===== config.mk =====
export PLATFORM = sky130hd
export DESIGN_NAME = register_8bit
export DESIGN_NICKNAME = d
export VERILOG_FILES = /design/src/rtl/register_8bit_pkg.sv /design/src/rtl/register_8bit_dff_en_clr.sv /design/src/rtl/register_8bit.sv
export SDC_FILE = /design/constraint.sdc
export NUM_CORES = 1
export LEC_CHECK = 0
export ABC_AREA = 1
export BUFFER_PORTS_ARGS = -buffer_cell sky130_fd_sc_hd__buf_2
export CORE_AREA = 4 4 41 43
export CTS_CLUSTER_DIAMETER = 40
export CTS_CLUSTER_SIZE = 30
export DETAILED_ROUTE_END_ITERATION = 12
export DIE_AREA = 0 0 45 47
export GPL_ROUTABILITY_DRIVEN = 0
export PLACE_DENSITY = 0.56
export SLEW_MARGIN = 10
export SYNTH_ARGS = -nofsm -noshare
export SYNTH_HDL_FRONTEND = slang
export SYNTH_SLANG_ARGS = --single-unit

===== constraint.sdc =====
create_clock -name clk -period 1.73 [get_ports clk]
set_input_delay 0.2595 -clock clk [delete_from_list [all_inputs] [get_ports clk]]
set_output_delay 0.2595 -clock clk [all_outputs]
set_load 0.1 [all_outputs]

===== src/rtl/register_8bit_pkg.sv =====
// Shared defaults for the byte register slice.
// Exports: DEF_WIDTH, DEF_CLR_VALUE.
package register_8bit_pkg;

    localparam int          DEF_WIDTH     = 8;
    localparam logic [7:0]  DEF_CLR_VALUE = 8'h00;

endpackage


===== src/rtl/register_8bit_dff_en_clr.sv =====
// 1-bit flop: sync active-high clear, active-low load enable.
// Ports: clk, clr, en_ (0=load), d in; q registered out.
module dff_en_clr #(
    parameter logic CLR_BIT = 1'b0
) (
    input  logic clk,
    input  logic clr,
    input  logic en_,
    input  logic d,
    output logic q
);

    // Clear has priority over load; en_ high holds.
    always_ff @(posedge clk) begin
        if (clr) begin
            q <= CLR_BIT;
        end else if (!en_) begin
            q <= d;
        end
    end

endmodule


===== src/rtl/register_8bit.sv =====
// Parallel-load register with sync clear and active-low enable.
// Ports: clk, clr, en_ (0=load), D[WIDTH] in; Z[WIDTH] out.
module register_8bit
    import register_8bit_pkg::*;
#(
    parameter int               WIDTH     = DEF_WIDTH,
    parameter logic [WIDTH-1:0] CLR_VALUE = '0
) (
    input  logic             clk,
    input  logic             clr,
    input  logic             en_,
    input  logic [WIDTH-1:0] D,
    output logic [WIDTH-1:0] Z
);

    // One flop per bit, each with its own clear bit.
    for (genvar i = 0; i < WIDTH; i++) begin : g_bit
        dff_en_clr #(
            .CLR_BIT (CLR_VALUE[i])
        ) u_ff (
            .clk (clk),
            .clr (clr),
            .en_ (en_),
            .d   (D[i]),
            .q   (Z[i])
        );
    end

endmodule


---- Word-level counts from Yosys, hierarchy flattened ----
Index checks and enable logic that the tools add are counted.
storage, ports and cells
  bits in registers ....................... 8

---- Depth between registers and ports, before layout ----
Gate-level depths: netlist of run 1.
  depth in word-level cells ............... 0
  mapped depth ............................ 5
  mapped depth without buffers ............ 4

---- By module ----
From an unflattened synthesis of run 1, not the netlist that was laid out.
unflattened totals
  cell total of the unflattened synthesis .. 56
  area, all modules ....................... 360.3 um^2
by module, submodules not included
  module      times used  cells an instance  area each (um^2)
  dff_en_clr  8           7                  45.0

---- Worst setup path before layout of run 1 ----
Ideal clock, no wire load.
  path kind ............................... reg-to-output
  start ................................... reg g_bit[0].u_ff.q
  end ..................................... out Z[0]
  arrival ................................. 0.582 ns
  path slack .............................. 0.888 ns
  stages on the path, launching flop included .. 2
  path through ............................ dfxtp_1 > buf_4
RTL lines
  what                      RTL line                        RTL
  start: declaration        register_8bit_dff_en_clr.sv:10  output logic q
  start signal: assignment  register_8bit_dff_en_clr.sv:16  q <= CLR_BIT;
  start signal: assignment  register_8bit_dff_en_clr.sv:18  q <= d;
  end: declaration          register_8bit.sv:13             output logic [WIDTH-1:0] Z
No word-level cell between the ends.

---- Final worst setup path of run 1 ----
  start ................................... reg g_bit[7].u_ff.q
  end ..................................... out Z[7]
RTL lines
  what                      RTL line
  start: declaration        register_8bit_dff_en_clr.sv:10
  start signal: assignment  register_8bit_dff_en_clr.sv:16
  start signal: assignment  register_8bit_dff_en_clr.sv:18
No word-level cell between the ends.

==> results of run 1 <==
-- metal layers --
metal	wire (um)	track usage, %	up-vias
li1	-	-	181
met5	0	0	-
met1	291	8.028	125
met4	0	3.509	0
met2	279	8.757	16
met3	91	6.130	0
-- cell type report --
class                           instances  area (um2)
Tap cell                               15       18.77
Fill cell                             145       850.8
Multi-Input combinational cell         32       125.1
Timing Repair Buffer                   18       90.09
Sequential cell                         8       160.2
Clock buffer                            3       22.52
Inverter                                9       33.78
-- layout by cell type, fill, tap and decap left out, drive strengths merged --
master and count:
clkbuf 3, buf 18, inv 9, nor2 16, dfxtp 8, nand2 16
-- per-stage QoR --
stage                     utilization (%)  std cells  instance area [um2]  power, mW
after detailed placement            32.88         82                427.9     0.3597
after global placement              32.88         82                427.9     0.3590
after floorplan                         -         59                401.6     0.3553
after global routing                34.62         85                450.4     0.5236
after CTS                           34.62         85                450.4     0.5100
final                               34.62         85                450.4     0.4965
-- report_power, final --
part           switching (mW)  internal (mW)
registers             0.00527          0.198
clock network          0.0629         0.0794
logic                   0.123         0.0281
total                   0.191          0.305
-- cell families (layout without fill, tap and decap cells) --
logic type,after synthesis,after routing
AND/OR/NAND/NOR,32,32
buffers and inverters,19,30
flip-flops,8,8
-- path summary, 6_finish.rpt --
| check | to | slack [ns] | depth (start not counted) |
|---|---|---|---|
| worst max-delay path | Z[7] | 0.47 | 1 |
| worst max register to register | g_bit[7].u_ff.q | 1.13 | 4 |
| worst min register to register | g_bit[3].u_ff.q | 0.50 | 4 |
| worst min-delay path | g_bit[3].u_ff.q | 0.22 | 3 |
==> results.md, run 1 <==
- Main flop type after synthesis: dfxtp_1
- Synth Area in Simple Gates: 31.15%
- Die area: 2115 um2
- Worst Tran Pin Value: 0.4865 ns
- FP Rows: 13
- Data arrival, critical path: 1.00 ns
- FF+latch count, synth: 8
- Delay-heaviest family, CP: buffers and inverters
- Main combinational cell family by area after synthesis: simple AND/OR/NAND/NOR gates
- Initial DRC count: 3
- Io pins: 19
- Final setup fails: 0
- Max-slew headroom: 67.79%
- Core ar.: 1301 um2
- Initial Utilization: 30.87%
- CP Capture Type: output port
- Multiplexer share of the synthesized area: 0%
- Syn Area/Cell: 6.807 um2
- Slew Limit Fails: 0
- Wire per inst: 7.788 um
- Most flops, register: g_bit.u_ff.q
- Setup WS post-layout: 0.4714 ns
- CP Launch Point: g_bit[7].u_ff.q
- Mapped cell area: 401.6 um2
- Hold Startpoint: D[3]
- Post-Synth XOR/XNOR Area: 0%
- Worst hold slack: 0.2245 ns
- Max reg flops: 8
- Final Cycle Share: 72.75%
- Buffers on Ports: 18
- Antenna Nets Post-Route: 0
- Worst-Skew Late Latency: 0.25 ns
- Gr ovfl total: 0
- Largest cells by area after synthesis: dfxtp_1, buf_4, nand2_1
- Post-CTS setup buffers: 0
- Pin count of the biggest net entering global routing: 17
- Worst r2r src: g_bit[7].u_ff.q
- Setup Skew: 0 ns
- Syn nets: 70
- Clock transition at the registers of the reported paths: 0.05 ns
- # diodes: 0
- Synth-to-layout area growth: 12.15%
- RSZ-0062 raised after global routing: no
- Post-synth top cells: nand2_1, nor2_1, inv_1, buf_4, dfxtp_1
- Leak: 0.2669 nW
- Clk sinks: 8
- Synth async-reset ratio: 0%
- Worst hold path class: in2reg
- Initial antenna violation count: 0
- Final Critical Period: 1.259 ns
- Max Clk Rate: approximately 0.79 GHz
- PD cells: 1102 nW/um2
- Worst-path cell chain: buf_2
- Post-DP HPWL: 500.7 um
- Nets: 83
- Post-synthesis cell type count: 8
- CTS buffer count: 3
- Hold Buf Count CTS: 0
- Delay of the slowest cell on the worst path: about 0.42 ns
- Drt via density: about 3.8
- Hold Vio Cnt, Final: 0
- Via count: 322
- CP Max Fanout: 2
- Die width: 45 um
- CP max stage cell: buf_2
- CTS H-tree lvls: 1
- Routed WL: 662 um
- Total track usage: 6.973%
- Yosys warnings: 0
- Worst IR Drop VDD: 0.4416 mV
- First-pass GRT wire length: about 1000 um
- CTS tree: done
- Root buffer cell: clkbuf_4
- Largest regs: g_bit.u_ff.q x8
- Gate Count Post-Synth: 59
- Vias in the first global route: between 200 and 250
- Drc violations: 0
- Startpoint types: flop
- Critical setup path kind: reg2out
- Post-synth EDFFs: 0
- Data required, critical path: approximately 1.5 ns
- Share of post-route cells with drive strength above 1: 32.86%
- Synth area leader: dfxtp_1
- CTS Buffer Depth: 2
- Max Cap Violations: 0
- Die span in y: 47 um
- Drt first pass iters: 2
- Compound-Gate Fraction of Synth Area: 0%
- Place WS: 0.7350 ns
- Worst path bufs/invs: 1
- Top-area cell type share of the netlist area: between 30% and 40%
- Setup TNS: 0 ns
- Sequential fraction of the synthesis area: approximately two fifths
- Synth Area in Adders: 0%
- Post_cts resized: 0
- Outcome: finished, final reports clean
Note: power is estimated with default switching activity, not from simulation.
==> inputs of run 2 (changes only) <==
--- a/config.mk
+++ b/config.mk
@@ -13,7 +13,7 @@
 export DETAILED_ROUTE_END_ITERATION = 12
 export DIE_AREA = 0 0 45 47
 export GPL_ROUTABILITY_DRIVEN = 0
-export PLACE_DENSITY = 0.56
+export PLACE_DENSITY = 0.58
 export SLEW_MARGIN = 10
 export SYNTH_ARGS = -nofsm -noshare
 export SYNTH_HDL_FRONTEND = slang
==> constraint.sdc (replaced) <==
create_clock -name clk -period 1.1 [get_ports clk]
set_input_delay 0.165 -clock clk [delete_from_list [all_inputs] [get_ports clk]]
set_output_delay 0.165 -clock clk [all_outputs]
set_load 0.1 [all_outputs]
==> run 2 against run 1 <==
Net effect: total power up 71%; core utilization up 9.2 points; worst setup slack worse by 0.35 ns; sequential power up 63%; largest power group unchanged; largest cell class is now buffers; non-clock buffer count unchanged; clock skew unchanged; worst hold slack worse by 0.095 ns; wire length down 1.7%; critical endpoint is now Z[4]; sequential share of layout area down 7.5 points.
==> results.md, run 2 (same netlist as run 1, synthesis figures left out) <==
- Delay of the slowest cell on the worst path: 0.38 ns (was 0.42 ns)
- Initial DRC count: 2 (was 3)
- Outcome: finished, final reports clean (unchanged)
- Wire per inst: 7.659 um (was 7.788 um)
- Initial Utilization: 30.87% (unchanged)
- Data required, critical path: 0.94 ns (was 1.47 ns)
- Slew Limit Fails: 0 (unchanged)
- WHS Path Cells: 3 (unchanged)
- Delay-heaviest family, CP: flip-flops (was buffers and inverters)
- Post-DP Area: 548.0 um2 (was 427.9 um2)
- Antenna Nets Post-Route: 0 (unchanged)
- CTS Buffer Depth: 2 (unchanged)
- Synth-to-layout area growth: 42.06% (was 12.15%)
- Worst Reg2Reg Path Length in Cells: 4 (unchanged)
- Root buffer cell: clkbuf_4 (unchanged)
- CP max stage cell: dfxtp_1 (was buf_2)
- Drt first pass iters: 4 (was 2)
- Setup slack, reg-to-reg: 0.43 ns (was 1.13 ns)
- Clk sinks: 8 (unchanged)
- Core ar.: 1301 um2 (unchanged)
- Multi-input logic area: 125.1 um2 (unchanged)
- Worst hold path class: in2reg (unchanged)
- Worst IR Drop VDD: 0.5350 mV (was 0.4416 mV)
- CP Capture Type: output port (unchanged)
- Die area: 2115 um2 (unchanged)
- Routed WL: 651 um (was 662 um)
- Initial antenna violation count: 0 (unchanged)
- Pin count of the biggest net entering global routing: 17 (unchanged)
- Vias in the first global route: 286 (was 245)
- Metal2 WL: 306 um (was 279 um)
- Seq. cell area: 160.2 um2 (unchanged)
- Setup TNS: 0 ns (unchanged)
- Die width: 45 um (unchanged)
- Hold Buf Count CTS: 0 (unchanged)
- CTS buffer count: 3 (unchanged)
- Buffers on Ports: 18 (unchanged)
- Final setup fails: 0 (unchanged)
- Data arrival, critical path: 0.81 ns (was 1.00 ns)
- Setup WS post-layout: 0.1215 ns (was 0.4714 ns)
- Placed cell count: 82 (unchanged)
- CTS tree: done (unchanged)
- PD cells: 1487 nW/um2 (was 1102 nW/um2)
- Final Instance Area: 570.5 um2 (was 450.4 um2)
- Die span in y: 47 um (unchanged)
- Io pins: 19 (unchanged)
- M1 WL: 258 um (was 291 um)
- First-pass GRT wire length: 1097 um (was 986 um)
- Nets: 83 (unchanged)
- Post-CTS setup buffers: 0 (unchanged)
- CTS H-tree lvls: 1 (unchanged)
- Drc violations: 0 (unchanged)
- Startpoint types: flop (unchanged)
- Met3 routed WL: 86 um (was 91 um)
- Clock transition at the registers of the reported paths: 0.05 ns (about the same)
- Setup Skew: 0 ns (unchanged)
- Leak: 0.2981 nW (was 0.2669 nW)
- Gr ovfl total: 0 (unchanged)
- Hold EP: g_bit[5].u_ff.q (was g_bit[3].u_ff.q)
- Top Layer Used: met3 (unchanged)
- Most flops, register: g_bit.u_ff.q (unchanged)
- Post_cts resized: 0 (unchanged)
- Max Clk Rate: 1.022 GHz
- Final Cycle Share: 88.96%
- Drt via density: 3.753 (was 3.788)
- # diodes: 0 (unchanged)
- Most frequent cells in the layout: nor2_1, nand2_1, buf_2 (was buf_2, nor2_1, nand2_1)
- Critical setup path kind: reg2out (unchanged)
- Hold Startpoint: D[5] (was D[3])
- Worst r2r src: g_bit[4].u_ff.q (was g_bit[7].u_ff.q)
- Max-slew headroom: 82.63% (was 67.79%)
- Hold Vio Cnt, Final: 0 (unchanged)
- RSZ-0062 raised after global routing: no (unchanged)
- Max Cap Violations: 0 (unchanged)
- Share of post-route cells with drive strength above 1: 32.86% (unchanged)
- CP Max Fanout: 2 (unchanged)
- Worst path bufs/invs: 1 (unchanged)
- Place WS: 0.3722 ns (was 0.7350 ns)
- Via count: 319 (was 322)
- FP Rows: 13 (unchanged)
- R2R Path End: g_bit[4].u_ff.q (was g_bit[7].u_ff.q)
- Final Instance Count excl. Fillers: 85 (unchanged)
- Total track usage: 7.692% (was 6.973%)
- Fill cell total of the finished layout: 139 (was 145)
- Worst-Skew Late Latency: 0.25 ns (about the same)
- Post-DP HPWL: 512.8 um (was 500.7 um)
- Max reg flops: 8 (unchanged)
- Worst Tran Pin Value: 0.2605 ns (was 0.4865 ns)
- Largest regs: g_bit.u_ff.q x8 (unchanged)
- Final Critical Period: roughly 0.98 ns
- Worst-path cell chain: buf_12 (was buf_2)
-- run 2: cell types whose count changed in the layout (fill, tap and decap cells not counted) --
cell and change:
buf_12 +8, buf_2 -8
-- run 2: final cells by class --
cell class / instances / share of cell area [%]
Timing Repair Buffer: 18 / 36.84
Sequential cell: 8 / 28.07
Multi-Input combinational cell: 32 / 21.93
Inverter: 9 / 5.921
Clock buffer: 3 / 3.947
Tap cell: 15 / 3.289
-- run 2: metrics by stage --
| step | hold slack (ns) | power, mW | utilization, % |
|---|---|---|---|
| after detailed placement | 0.3855 | 0.6405 | 42.12 |
| after floorplan | 0.2944 | 0.5587 | - |
| after global routing | 0.1331 | 0.8993 | 43.85 |
| after global placement | 0.3799 | 0.6379 | 42.12 |
| final | 0.1299 | 0.8482 | 43.85 |
| after CTS | 0.1220 | 0.8664 | 43.85 |
-- run 2: power breakdown --
group | internal [mW] | switching [mW]
sequential | 0.311 | 0.0201
clock | 0.124 | 0.0924
combinational | 0.106 | 0.194
-- run 2: layer usage --
metal	global-route usage [%]	vias to the layer above
met1	7.356	125
li1	-	181
met2	11.58	13
met3	5.747	0
met5	0	-
met4	5.263	0
-- run 2: how the worst max path moves through the flow --
stage,start,to,depth (start not counted)
after CTS,g_bit[4].u_ff.q,Z[4],1
final,g_bit[4].u_ff.q,Z[4],1
after detailed placement,en_,g_bit[7].u_ff.q,4
after global routing,g_bit[3].u_ff.q,Z[3],1
after floorplan,g_bit[0].u_ff.q,Z[0],1
after global placement,en_,g_bit[7].u_ff.q,4
-- run 2: worst reg2reg max path, stage by stage, from the launching register on --
cell and delay [ns]:
dfxtp_1 0.38, inv_1 0.05, nand2_1 0.05, nand2_1 0.04, nor2_1 0.08
==> inputs of run 3 (changes only) <==
--- a/config.mk
+++ b/config.mk
@@ -7,11 +7,12 @@
 export LEC_CHECK = 0
 export ABC_AREA = 1
 export BUFFER_PORTS_ARGS = -buffer_cell sky130_fd_sc_hd__buf_2
-export CORE_AREA = 4 4 41 43
+export CORE_AREA = 2 2 39 41
+export CTS_BUF_LIST = sky130_fd_sc_hd__clkbuf_4 sky130_fd_sc_hd__clkbuf_8
 export CTS_CLUSTER_DIAMETER = 40
 export CTS_CLUSTER_SIZE = 30
 export DETAILED_ROUTE_END_ITERATION = 12
-export DIE_AREA = 0 0 45 47
+export DIE_AREA = 0 0 41 43
 export GPL_ROUTABILITY_DRIVEN = 0
 export PLACE_DENSITY = 0.58
 export SLEW_MARGIN = 10
==> run 3 against run 2 <==
Net effect: sequential power is essentially flat; clock skew stayed put; clock power is 2% higher; fmax rose by 0.30%; flip-flop and latch count did not move; core utilization decreased by 2.5 points; critical path depth did not move; critical endpoint is now Z[1]; largest power group unchanged; highest routed layer is now met4.
==> results.md, run 3 (same netlist as run 1, synthesis figures left out) <==
- Outcome: finished, final reports clean (unchanged)
- Leak: 0.2981 nW (unchanged)
- Drt first pass iters: 3 (was 4)
- CTS tree: done (unchanged)
- CP Capture Type: output port (unchanged)
- Worst-path cell chain: buf_12 (unchanged)
- Die width: 41 um (was 45 um)
- Hold Buf Count CTS: 0 (unchanged)
- Final Cycle Share: 88.69% (was 88.96%)
- Seq. cell area: 160.2 um2 (unchanged)
- Total track usage: 9.045% (was 7.692%)
- Setup TNS: 0 ns (unchanged)
- Die area: 1763 um2 (was 2115 um2)
- Worst hold path class: in2reg (unchanged)
- Initial antenna violation count: 0 (unchanged)
- Gr ovfl total: 0 (unchanged)
- Utilization after layout: 41.32% (was 43.85%)
- R2R Path End: g_bit[6].u_ff.q (was g_bit[4].u_ff.q)
- Max-slew headroom: 82.08% (was 82.63%)
- Post-DP HPWL: 475.1 um (was 512.8 um)
- Final Critical Period: 0.9756 ns (was 0.9785 ns)
- Routed WL: 635 um (was 651 um)
- Initial DRC count: 2 (unchanged)
- PD cells: 1493 nW/um2 (was 1487 nW/um2)
- Clk sinks: 8 (unchanged)
- Synth-to-layout area growth: 42.37% (was 42.06%)
- Delay of the slowest cell on the worst path: 0.37 ns (was 0.38 ns)
- Data arrival, critical path: 0.81 ns (about the same)
- Fill cell total of the finished layout: 144 (was 139)
- WHS Path Cells: 3 (unchanged)
- Die span in y: 43 um (was 47 um)
- Pin count of the biggest net entering global routing: 17 (unchanged)
- Delay-heaviest family, CP: flip-flops (unchanged)
- Worst hold slack: 0.1292 ns (was 0.1299 ns)
- Startpoint types: flop (unchanged)
- Most frequent cells in the layout: nor2_1, nand2_1, buf_2 (unchanged)
- Worst Tran Pin Value: 0.2687 ns (was 0.2605 ns)
- CTS buffer count: 3 (unchanged)
- # diodes: 0 (unchanged)
- Nets: 83 (unchanged)
- Share of post-route cells with drive strength above 1: 32.86% (unchanged)
- Via count: 333 (was 319)
- RSZ-0062 raised after global routing: no (unchanged)
- FP Rows: 14 (was 13)
- CP Max Fanout: 2 (unchanged)
- Buffers on Ports: 18 (unchanged)
- Hold Vio Cnt, Final: 0 (unchanged)
- Core ar.: 1384 um2 (was 1301 um2)
- Largest regs: g_bit.u_ff.q x8 (unchanged)
- Clock transition at the registers of the reported paths: 0.05 ns (about the same)
- Data required, critical path: 0.94 ns (about the same)
- Worst-Skew Late Latency: 0.25 ns (about the same)
- Post_cts resized: 0 (unchanged)
- Hold EP: g_bit[1].u_ff.q (was g_bit[5].u_ff.q)
- Most flops, register: g_bit.u_ff.q (unchanged)
- CP max stage cell: dfxtp_1 (unchanged)
- Max reg flops: 8 (unchanged)
- Drc violations: 0 (unchanged)
- Initial Utilization: 29.02% (was 30.87%)
- Post-CTS setup buffers: 0 (unchanged)
- Drt via density: 3.872 (was 3.753)
- Slew Limit Fails: 0 (unchanged)
- Worst path bufs/invs: 1 (unchanged)
- Io pins: 19 (unchanged)
- Worst r2r src: g_bit[6].u_ff.q (was g_bit[4].u_ff.q)
- CTS H-tree lvls: 1 (unchanged)
- Vias in the first global route: 267 (was 286)
- Final setup fails: 0 (unchanged)
- Root buffer cell: clkbuf_4 (unchanged)
- CTS Buffer Depth: 2 (unchanged)
- Wire per inst: 7.384 um (was 7.659 um)
- Max Cap Violations: 0 (unchanged)
- Max Clk Rate: 1.025 GHz (was 1.022 GHz)
- Setup slack, reg-to-reg: 0.44 ns (was 0.43 ns)
- First-pass GRT wire length: 993 um (was 1097 um)
- Hold Startpoint: D[1] (was D[5])
- Multi-input logic area: 125.1 um2 (unchanged)
- Critical setup path kind: reg2out (unchanged)
- Setup Skew: 0 ns (unchanged)
- Antenna Nets Post-Route: 0 (unchanged)
- Worst IR Drop VDD: 0.5113 mV (was 0.5350 mV)
- Worst Reg2Reg Path Length in Cells: 4 (unchanged)
-- run 3: metal layers --
layer | wire length [um] | up-vias | GRT usage, % | share of wire [%]
li1 | - | 181 | - | -
met1 | 261 | 135 | 9.032 | 41
met2 | 293 | 13 | 12.81 | 46
met3 | 46 | 4 | 1.571 | 7.2
met4 | 34 | 0 | 12.00 | 5.4
met5 | 0 | - | 0 | 0
-- run 3: stage by stage --
stage               area, um2  std cells  power (mW)  setup WS (ns)
finish                  571.8         86      0.8535         0.1244
global placement        549.3         83      0.6379         0.3685
floorplan               401.6         59      0.5587         0.3527
detailed placement      549.3         83      0.6406         0.3613
CTS                     571.8         86      0.8702         0.1098
global route            571.8         86      0.8965        0.07582
-- run 3: layout make-up --
class | count | area share (%)
multi-input combinational | 32 | 21.88
clock buffer | 3 | 3.939
sequential | 8 | 28.01
timing repair buffer | 18 | 36.76
inverter | 9 | 5.908
tap | 16 | 3.501
-- run 3: worst max path at each step --
stage	start	to	slack (ns)	cells after the start
final	g_bit[1].u_ff.q	Z[1]	0.12	1
after global routing	g_bit[6].u_ff.q	Z[6]	0.08	1
after CTS	g_bit[3].u_ff.q	Z[3]	0.11	1
after detailed placement	en_	g_bit[7].u_ff.q	0.36	4
after global placement	en_	g_bit[7].u_ff.q	0.37	4
after floorplan	g_bit[0].u_ff.q	Z[0]	0.35	1
-- run 3: worst min-delay path, cell delays in order --
cell and delay (ns):
buf_2 0.07, nor2_1 0.03, nor2_1 0.08
-- run 3: report_power, final --
group / switching [mW] / total, mW / internal (mW)
Clock: 0.0971 / 0.222 / 0.125
Sequential: 0.0201 / 0.331 / 0.311
Combinational: 0.194 / 0.301 / 0.106
Total: 0.311 / 0.853 / 0.542
